**src/rtl/t06_apple_pkg.sv**
```systemverilog
// Shared types and constants for the apple respawn sequencer.
// ST_RASTER exists only when APPLE_FALLBACK_SCAN_EN is defined.
package t06_apple_pkg;

    localparam int COORD_W = 4;
    localparam int CELL_W  = 2 * COORD_W;

    localparam logic [CELL_W-1:0] LOC_RESET    = 8'h55;
    localparam logic [CELL_W-1:0] LOC_DISABLED = 8'h00;

    typedef logic slot_t;

    typedef logic [2:0] state_t;
    localparam state_t ST_IDLE   = 3'd0;
    localparam state_t ST_DRAW   = 3'd1;
    localparam state_t ST_CHECK  = 3'd2;
    localparam state_t ST_SCAN   = 3'd3;
    localparam state_t ST_COMMIT = 3'd4;
    localparam state_t ST_FAIL   = 3'd5;
`ifdef APPLE_FALLBACK_SCAN_EN
    localparam state_t ST_RASTER = 3'd6;
`endif

endpackage

```
**src/rtl/t06_occupancy_check.sv**
```systemverilog
// Combinational single-cell test: play bounds, wall bitmap, snake head and other apple.
// Body segments are checked separately, one per cycle, by the sequencer.
module t06_occupancy_check
    import t06_apple_pkg::*;
#(
    parameter int WALL_BITS = 200
) (
    input  logic [CELL_W-1:0]    cand,
    input  logic [COORD_W-1:0]   xmin,
    input  logic [COORD_W-1:0]   xmax,
    input  logic [COORD_W-1:0]   ymin,
    input  logic [COORD_W-1:0]   ymax,
    input  logic [WALL_BITS-1:0] wall_locations,
    input  logic [COORD_W-1:0]   head_x,
    input  logic [COORD_W-1:0]   head_y,
    input  logic [CELL_W-1:0]    other_loc,
    input  logic                 other_valid,
    output logic                 reject
);

    localparam int CELLS = 1 << CELL_W;
    localparam int USE_W = (WALL_BITS < CELLS) ? WALL_BITS : CELLS;

    logic [CELLS-1:0]   wall_pad;
    logic [COORD_W-1:0] cx;
    logic [COORD_W-1:0] cy;
    logic               out_of_bounds;
    logic               wall_hit;
    logic               head_hit;
    logic               other_hit;

    // Cells at or beyond WALL_BITS read as zero padding, i.e. never a wall.
    always_comb begin
        wall_pad              = '0;
        wall_pad[USE_W-1:0]   = wall_locations[USE_W-1:0];
    end

    assign cx            = cand[COORD_W-1:0];
    assign cy            = cand[CELL_W-1:COORD_W];
    assign out_of_bounds = (cx < xmin) || (cx > xmax) || (cy < ymin) || (cy > ymax);
    assign wall_hit      = wall_pad[cand];
    assign head_hit      = (cx == head_x) && (cy == head_y);
    assign other_hit     = other_valid && (cand == other_loc);
    assign reject        = out_of_bounds || wall_hit || head_hit || other_hit;

endmodule

```
**src/rtl/t06_apple_spawn_ctrl.sv**
```systemverilog
// Apple respawn sequencer: arbitrates two slots, draws candidates, checks and commits them.
// Define APPLE_FALLBACK_SCAN_EN to raster-scan from the last candidate instead of failing.
module t06_apple_spawn_ctrl
    import t06_apple_pkg::*;
#(
    parameter int MAX_LENGTH = 30,
    parameter int MAX_TRIES  = 8,
    parameter int WALL_BITS  = 200
) (
    input  logic                          system_clk,
    input  logic                          nreset,
    input  logic                          req0,
    input  logic                          req1,
    input  logic                          two_apple_en,
    input  logic [CELL_W-1:0]             rng_value,
    output logic                          rng_step,
    input  logic [COORD_W-1:0]            snake_head_x,
    input  logic [COORD_W-1:0]            snake_head_y,
    input  logic [4:0]                    snake_len,
    input  logic [MAX_LENGTH*COORD_W-1:0] snakeArrayX,
    input  logic [MAX_LENGTH*COORD_W-1:0] snakeArrayY,
    input  logic [COORD_W-1:0]            xmin,
    input  logic [COORD_W-1:0]            xmax,
    input  logic [COORD_W-1:0]            ymin,
    input  logic [COORD_W-1:0]            ymax,
    input  logic [WALL_BITS-1:0]          wall_locations,
    output logic [CELL_W-1:0]             apple_loc0,
    output logic [CELL_W-1:0]             apple_loc1,
    output logic                          busy,
    output logic                          done,
    output logic                          fail
);

    localparam int LEN_W  = 5;
    localparam int TRY_W  = $clog2(MAX_TRIES + 1);
    localparam int SEG_IW = $clog2(MAX_LENGTH * COORD_W);
    localparam logic [LEN_W-1:0] MAX_LEN_L   = LEN_W'(MAX_LENGTH);
    localparam logic [TRY_W-1:0] MAX_TRIES_L = TRY_W'(MAX_TRIES);

    state_t             state;
    state_t             retry_state;
    logic [1:0]         pending;
    logic [1:0]         pending_eff;
    logic [1:0]         pending_n;
    logic [1:0]         grant_mask;
    logic               grant_valid;
    slot_t              grant_slot;
    slot_t              rr_ptr;
    slot_t              slot;
    logic               abort;
    logic [TRY_W-1:0]   tries;
    logic [LEN_W-1:0]   idx;
    logic [LEN_W-1:0]   len_c;
    logic [CELL_W-1:0]  cand;
    logic [CELL_W-1:0]  other_loc;
    logic               other_valid;
    logic               occ_reject;
    logic [SEG_IW-1:0]  seg_base;
    logic [COORD_W-1:0] seg_x;
    logic [COORD_W-1:0] seg_y;
    logic               seg_hit;
`ifdef APPLE_FALLBACK_SCAN_EN
    logic               in_raster;
    logic [8:0]         raster_cnt;
`endif

    // Slot 1 is invisible to arbitration while two-apple mode is off.
    assign pending_eff = {pending[1] & two_apple_en, pending[0]};
    assign grant_valid = (state == ST_IDLE) && (pending_eff != 2'b00);
    assign grant_slot  = (pending_eff == 2'b11) ? ~rr_ptr : pending_eff[1];
    assign grant_mask  = grant_valid ? (grant_slot ? 2'b10 : 2'b01) : 2'b00;

    always_comb begin
        pending_n = (pending | {req1 & two_apple_en, req0}) & ~grant_mask;
        if (!two_apple_en) begin
            pending_n[1] = 1'b0;
        end
    end

    assign abort = (state != ST_IDLE) && slot && !two_apple_en;

    assign other_loc   = slot ? apple_loc0 : apple_loc1;
    assign other_valid = slot ? 1'b1 : two_apple_en;

    t06_occupancy_check #(
        .WALL_BITS(WALL_BITS)
    ) u_occupancy (
        .cand          (cand),
        .xmin          (xmin),
        .xmax          (xmax),
        .ymin          (ymin),
        .ymax          (ymax),
        .wall_locations(wall_locations),
        .head_x        (snake_head_x),
        .head_y        (snake_head_y),
        .other_loc     (other_loc),
        .other_valid   (other_valid),
        .reject        (occ_reject)
    );

    assign len_c    = (snake_len > MAX_LEN_L) ? MAX_LEN_L : snake_len;
    assign seg_base = SEG_IW'(idx) * SEG_IW'(COORD_W);
    assign seg_x    = snakeArrayX[seg_base +: COORD_W];
    assign seg_y    = snakeArrayY[seg_base +: COORD_W];
    assign seg_hit  = (seg_x == cand[COORD_W-1:0]) && (seg_y == cand[CELL_W-1:COORD_W]);

`ifdef APPLE_FALLBACK_SCAN_EN
    assign retry_state = (in_raster || (tries >= MAX_TRIES_L)) ? ST_RASTER : ST_DRAW;
`else
    assign retry_state = (tries < MAX_TRIES_L) ? ST_DRAW : ST_FAIL;
`endif

    always_ff @(posedge system_clk or negedge nreset) begin
        if (!nreset) begin
            state      <= ST_IDLE;
            pending    <= 2'b00;
            rr_ptr     <= 1'b0;
            slot       <= 1'b0;
            tries      <= '0;
            idx        <= '0;
            apple_loc0 <= LOC_RESET;
            apple_loc1 <= LOC_RESET;
`ifdef APPLE_FALLBACK_SCAN_EN
            in_raster  <= 1'b0;
            raster_cnt <= '0;
`endif
        end else begin
            pending <= pending_n;
            if (abort) begin
                state <= ST_IDLE;
            end else begin
                case (state)
                    ST_IDLE: begin
                        if (grant_valid) begin
                            slot   <= grant_slot;
                            rr_ptr <= grant_slot;
                            tries  <= '0;
                            state  <= ST_DRAW;
`ifdef APPLE_FALLBACK_SCAN_EN
                            in_raster  <= 1'b0;
                            raster_cnt <= '0;
`endif
                        end
                    end
                    ST_DRAW: begin
                        tries <= tries + 1'b1;
                        state <= ST_CHECK;
                    end
                    ST_CHECK: begin
                        if (occ_reject) begin
                            state <= retry_state;
                        end else if (len_c == '0) begin
                            state <= ST_COMMIT;
                        end else begin
                            idx   <= '0;
                            state <= ST_SCAN;
                        end
                    end
                    ST_SCAN: begin
                        if (seg_hit) begin
                            state <= retry_state;
                        end else if ((idx + 1'b1) >= len_c) begin
                            state <= ST_COMMIT;
                        end else begin
                            idx <= idx + 1'b1;
                        end
                    end
                    ST_COMMIT: begin
                        if (slot) begin
                            apple_loc1 <= cand;
                        end else begin
                            apple_loc0 <= cand;
                        end
                        state <= ST_IDLE;
                    end
`ifdef APPLE_FALLBACK_SCAN_EN
                    ST_RASTER: begin
                        in_raster <= 1'b1;
                        if (raster_cnt == 9'd256) begin
                            state <= ST_FAIL;
                        end else begin
                            raster_cnt <= raster_cnt + 1'b1;
                            state      <= ST_CHECK;
                        end
                    end
`endif
                    default: state <= ST_IDLE;
                endcase
            end
            if (!two_apple_en) begin
                apple_loc1 <= LOC_DISABLED;
            end
        end
    end

    // Candidate is pure data and needs no reset.
    always_ff @(posedge system_clk) begin
        if (state == ST_DRAW) begin
            cand <= rng_value;
`ifdef APPLE_FALLBACK_SCAN_EN
        end else if ((state == ST_RASTER) && (raster_cnt != 9'd256)) begin
            cand <= cand + 1'b1;
`endif
        end
    end

    assign busy     = (state != ST_IDLE);
    assign rng_step = (state == ST_DRAW) && !abort;
    assign done     = (state == ST_COMMIT) && !abort;
    assign fail     = (state == ST_FAIL) && !abort;

endmodule

```
**config.mk**
```make
export PLATFORM = sky130hd
export DESIGN_NAME = t06_apple_spawn_ctrl
export DESIGN_NICKNAME = d
export VERILOG_FILES = /design/src/rtl/t06_apple_pkg.sv /design/src/rtl/t06_occupancy_check.sv /design/src/rtl/t06_apple_spawn_ctrl.sv
export SDC_FILE = /design/constraint.sdc
export NUM_CORES = 1
export LEC_CHECK = 0
export BUFFER_PORTS_ARGS = -buffer_cell sky130_fd_sc_hd__buf_2
export CAP_MARGIN = 30
export CORE_AREA = 2 2 198 200
export DETAILED_ROUTE_END_ITERATION = 10
export DIE_AREA = 0 0 200 202
export PLACE_DENSITY_LB_ADDON = 0.15
export SLEW_MARGIN = 20
export SYNTH_ARGS = -nofsm -noshare
export SYNTH_HDL_FRONTEND = slang
export SYNTH_SLANG_ARGS = --single-unit
```
**constraint.sdc**
```tcl
create_clock -name system_clk -period 4.6 [get_ports system_clk]
set_input_delay 0.46 -clock system_clk [delete_from_list [all_inputs] [get_ports system_clk]]
set_output_delay 0.46 -clock system_clk [all_outputs]
set_load 0.02 [all_outputs]
```
==> flow_summary.json <==
{
  "status": "completed",
  "placed_cells": 1598,
  "drtAntennaViolNets": 0,
  "grt_busiest_layer": "met2",
  "fp.dieArea_um2": 40400,
  "finClkSkew_ps": 6.14,
  "p_clk_share_pct": 8.2,
  "vias": 7225,
  "grt_first_pass_wirelength_um": 47500,
  "grt_pass1_vias": 7863,
  "finalCritPeriodShare_pct": 80.1,
  "nets": 1590,
  "criticalPathCategory": "reg2reg",
  "drt_wl_total_um": 33500,
  "start_kind": "flop",
  "yosys_warnings": 0,
  "cts_root_buf": "clkbuf_16",
  "die_w_um": 200,
  "rows": 72,
  "seq_area_frac_synth_pct": 16.1,
  "worstSkewPairLatency_ps": 280,
  "ioPinCount": 502,
  "synthDistinctLibCells": 69,
  "p_comb_share_pct": 74.2,
  "synth_ff_type": "dfrtp_1",
  "rsz0062_at_grt": "no",
  "synth-seq-cells": 39,
  "cts_setup_buffers": 0,
  "firstDrtPassIters": 4,
  "power_mw": 4.21,
  "cp_max_fo": 25,
  "p_leak_nw": 4.45,
  "grt_overflow": 0,
  "fin_area_um2": 9560,
  "area_delta_synth_final_pct": 49.9,
  "dpl_cell_area_um2": 9400,
  "cts.clk_slew.worst_paths_ps": 60,
  "h-tree-depth": 2,
  "synth.net_count": 1120,
  "portBuffers": 501,
  "initialDrtViolationCount": 223,
  "met1_usage_pct": 17.6,
  "design.core.area_um2": 38300,
  "cts_hold_buffers": 0,
  "cts_buffers": 5,
  "synthArstFlopShare_pct": 79.5,
  "routed_via_density": 4.48,
  "avgSynthCellArea_um2": 10.3,
  "period_minus_slack_ps": 3680,
  "start_util_pct": 16.7,
  "final_core_util_pct": 25.0,
  "worstMarginPinSlew_ps": 987,
  "powerDensity_nw_per_um2": 441,
  "synth_edf_count": 8,
  "drc_errors": 0,
  "seq_power_share_pct": 17.6,
  "end_kind": "flop",
  "maxSlewHeadroom_pct": 34.0,
  "clk_path_buf_depth": 2,
  "met3_usage_pct": 2.97,
  "irDropWorstVdd_v": 0.000161,
  "p_int_mw": 2.17,
  "grt_antenna_before_repair": 10,
  "place_congestion": 0.814,
  "cp.arrival_ps": 3900,
  "met2_usage_pct": 30.9,
  "slew_violations": 0,
  "clock_sinks": 39,
  "hold_viol": 0,
  "fin_cells": 1611,
  "grtUsageTotal_pct": 15.8,
  "grt_max_degree": 94,
  "switchingPower_mw": 2.04,
  "fin_setup_tns_ps": 0,
  "min_path_type": "in2async",
  "wire_per_inst_um": 20.8,
  "syn_area_um2": 6380,
  "dp_hpwl_um": 28900,
  "cts-resized-gates": 0,
  "fmax_mhz": 271,
  "setup_viol": 0,
  "cts_tree": "done",
  "critPathRequiredTime_ps": 4820,
  "drive_gt1_share_pct": 58.1,
  "syn_inst": 617,
  "fp.dieH_um": 202,
  "swShare_pct": 48.5,
  "maxCapViolations": 0
}
==> path summary, 6_finish.rpt <==
check                           cells past startpoint       endpoint          from  slack, ps
max in group asynchronous                           1         idx[1]        nreset       3790
min in group system_clk                             1        cand[0]  rng_value[0]        350
worst min-delay path                                1  apple_loc1[7]        nreset        250
worst min register to register                      1       tries[0]      tries[0]        500
worst max-delay path                               10         idx[0]        idx[0]        920
worst max register to register                     10         idx[0]        idx[0]        920
==> kinds of logic after synthesis <==
logic type	after synthesis	synth area share, %
compound gates	140	16.1
xor+xnor	26	3.57
fa+ha+maj	21	4.12
buf+inv	86	6.83
flops	39	16.1
mux	176	42.2
simple gates	129	11.0
==> Yosys cell counts (4+ instances only) <==
| cell | number | area (µm²) |
|---|---|---|
| a22o_1 | 12 | 105 |
| buf_4 | 10 | 75.1 |
| buf_6 | 5 | 56.3 |
| a22oi_1 | 26 | 195 |
| nor4_1 | 4 | 25.0 |
| buf_2 | 21 | 105 |
| ha_1 | 21 | 263 |
| dfstp_2 | 8 | 210 |
| o211ai_1 | 11 | 82.6 |
| nand4_1 | 8 | 50.1 |
| nand2_1 | 23 | 86.3 |
| mux2_2 | 12 | 135 |
| a21oi_1 | 15 | 75.1 |
| clkbuf_1 | 13 | 48.8 |
| a31oi_1 | 6 | 37.5 |
| xnor2_1 | 12 | 105 |
| mux2i_1 | 89 | 891 |
| edfxtp_1 | 8 | 240 |
| nor3_1 | 7 | 35.0 |
| mux4_2 | 73 | 1640 |
| nand2b_1 | 9 | 56.3 |
| o22ai_1 | 6 | 37.5 |
| inv_1 | 29 | 109 |
| nor2b_1 | 10 | 62.6 |
| xor2_1 | 14 | 123 |
| o221ai_1 | 4 | 35.0 |
| o2111ai_1 | 5 | 43.8 |
| nor2_1 | 23 | 86.3 |
| o21ai_0 | 19 | 95.1 |
| dfrtp_1 | 23 | 576 |
| nand3b_1 | 5 | 37.5 |
| nand3_1 | 20 | 100 |
| buf_1 | 6 | 22.5 |
==> cells in the final DEF, fill, tap and decap left out, drive strengths merged, types with 21 or more instances in the layout <==
cell,instances
buf,519
mux2i,89
mux4,73
inv,29
a22oi,26
nor2,23
nand2,23
dfrtp,23
ha,21
o21ai,21
==> state kept, by name, summed over array words and instances, names as in the netlist <==
name	cells
apple_loc0	8
state	3
apple_loc1	8
slot	1
idx	5
pending	2
cand	8
tries	4
==> through the flow <==
step	hold WS (ps)	setup WS (ps)
finish	251	916
global route	311	505
CTS	280	792
detailed placement	498	813
global placement	501	844
floorplan	164	1320
==> power groups by stage <==
| stage | sequential, mW | combinational (mW) | clock [mW] |
|---|---|---|---|
| floorplan | 0.618 | 2.33 | 0 |
| global placement | 0.760 | 3.21 | 0 |
| detailed placement | 0.761 | 3.21 | 0 |
| CTS | 0.756 | 3.23 | 0.357 |
| global route | 0.778 | 3.46 | 0.371 |
| finish | 0.741 | 3.13 | 0.345 |
==> critical path, cell delays in order (launching register included) <==
cell	delay (ps)
dfrtp_2	650
buf_4	460
mux4_2	570
a22oi_1	250
o31ai_1	120
a31oi_1	300
xnor2_1	150
nor4_4	350
a31oi_2	240
a31oi_2	310
mux2_2	210
==> layout make-up <==
type	instances	area [µm²]
fillers	4166	28700
multi-input cells	492	4920
repair buffers	519	2690
flip-flops and latches	39	1030
well taps	518	648
clock buffers	6	129
inverters	30	113
clock inverters	2	12.5
diodes	5	12.5
==> per-layer routing <==
layer	wire length (µm)	share of wire (%)	up-vias
met5	26	0.078	-
li1	-	-	3412
met1	12800	38	3440
met4	422	1.3	4
met3	2350	7.0	24
met2	17800	53	345
(Power assumes the default switching activity.)
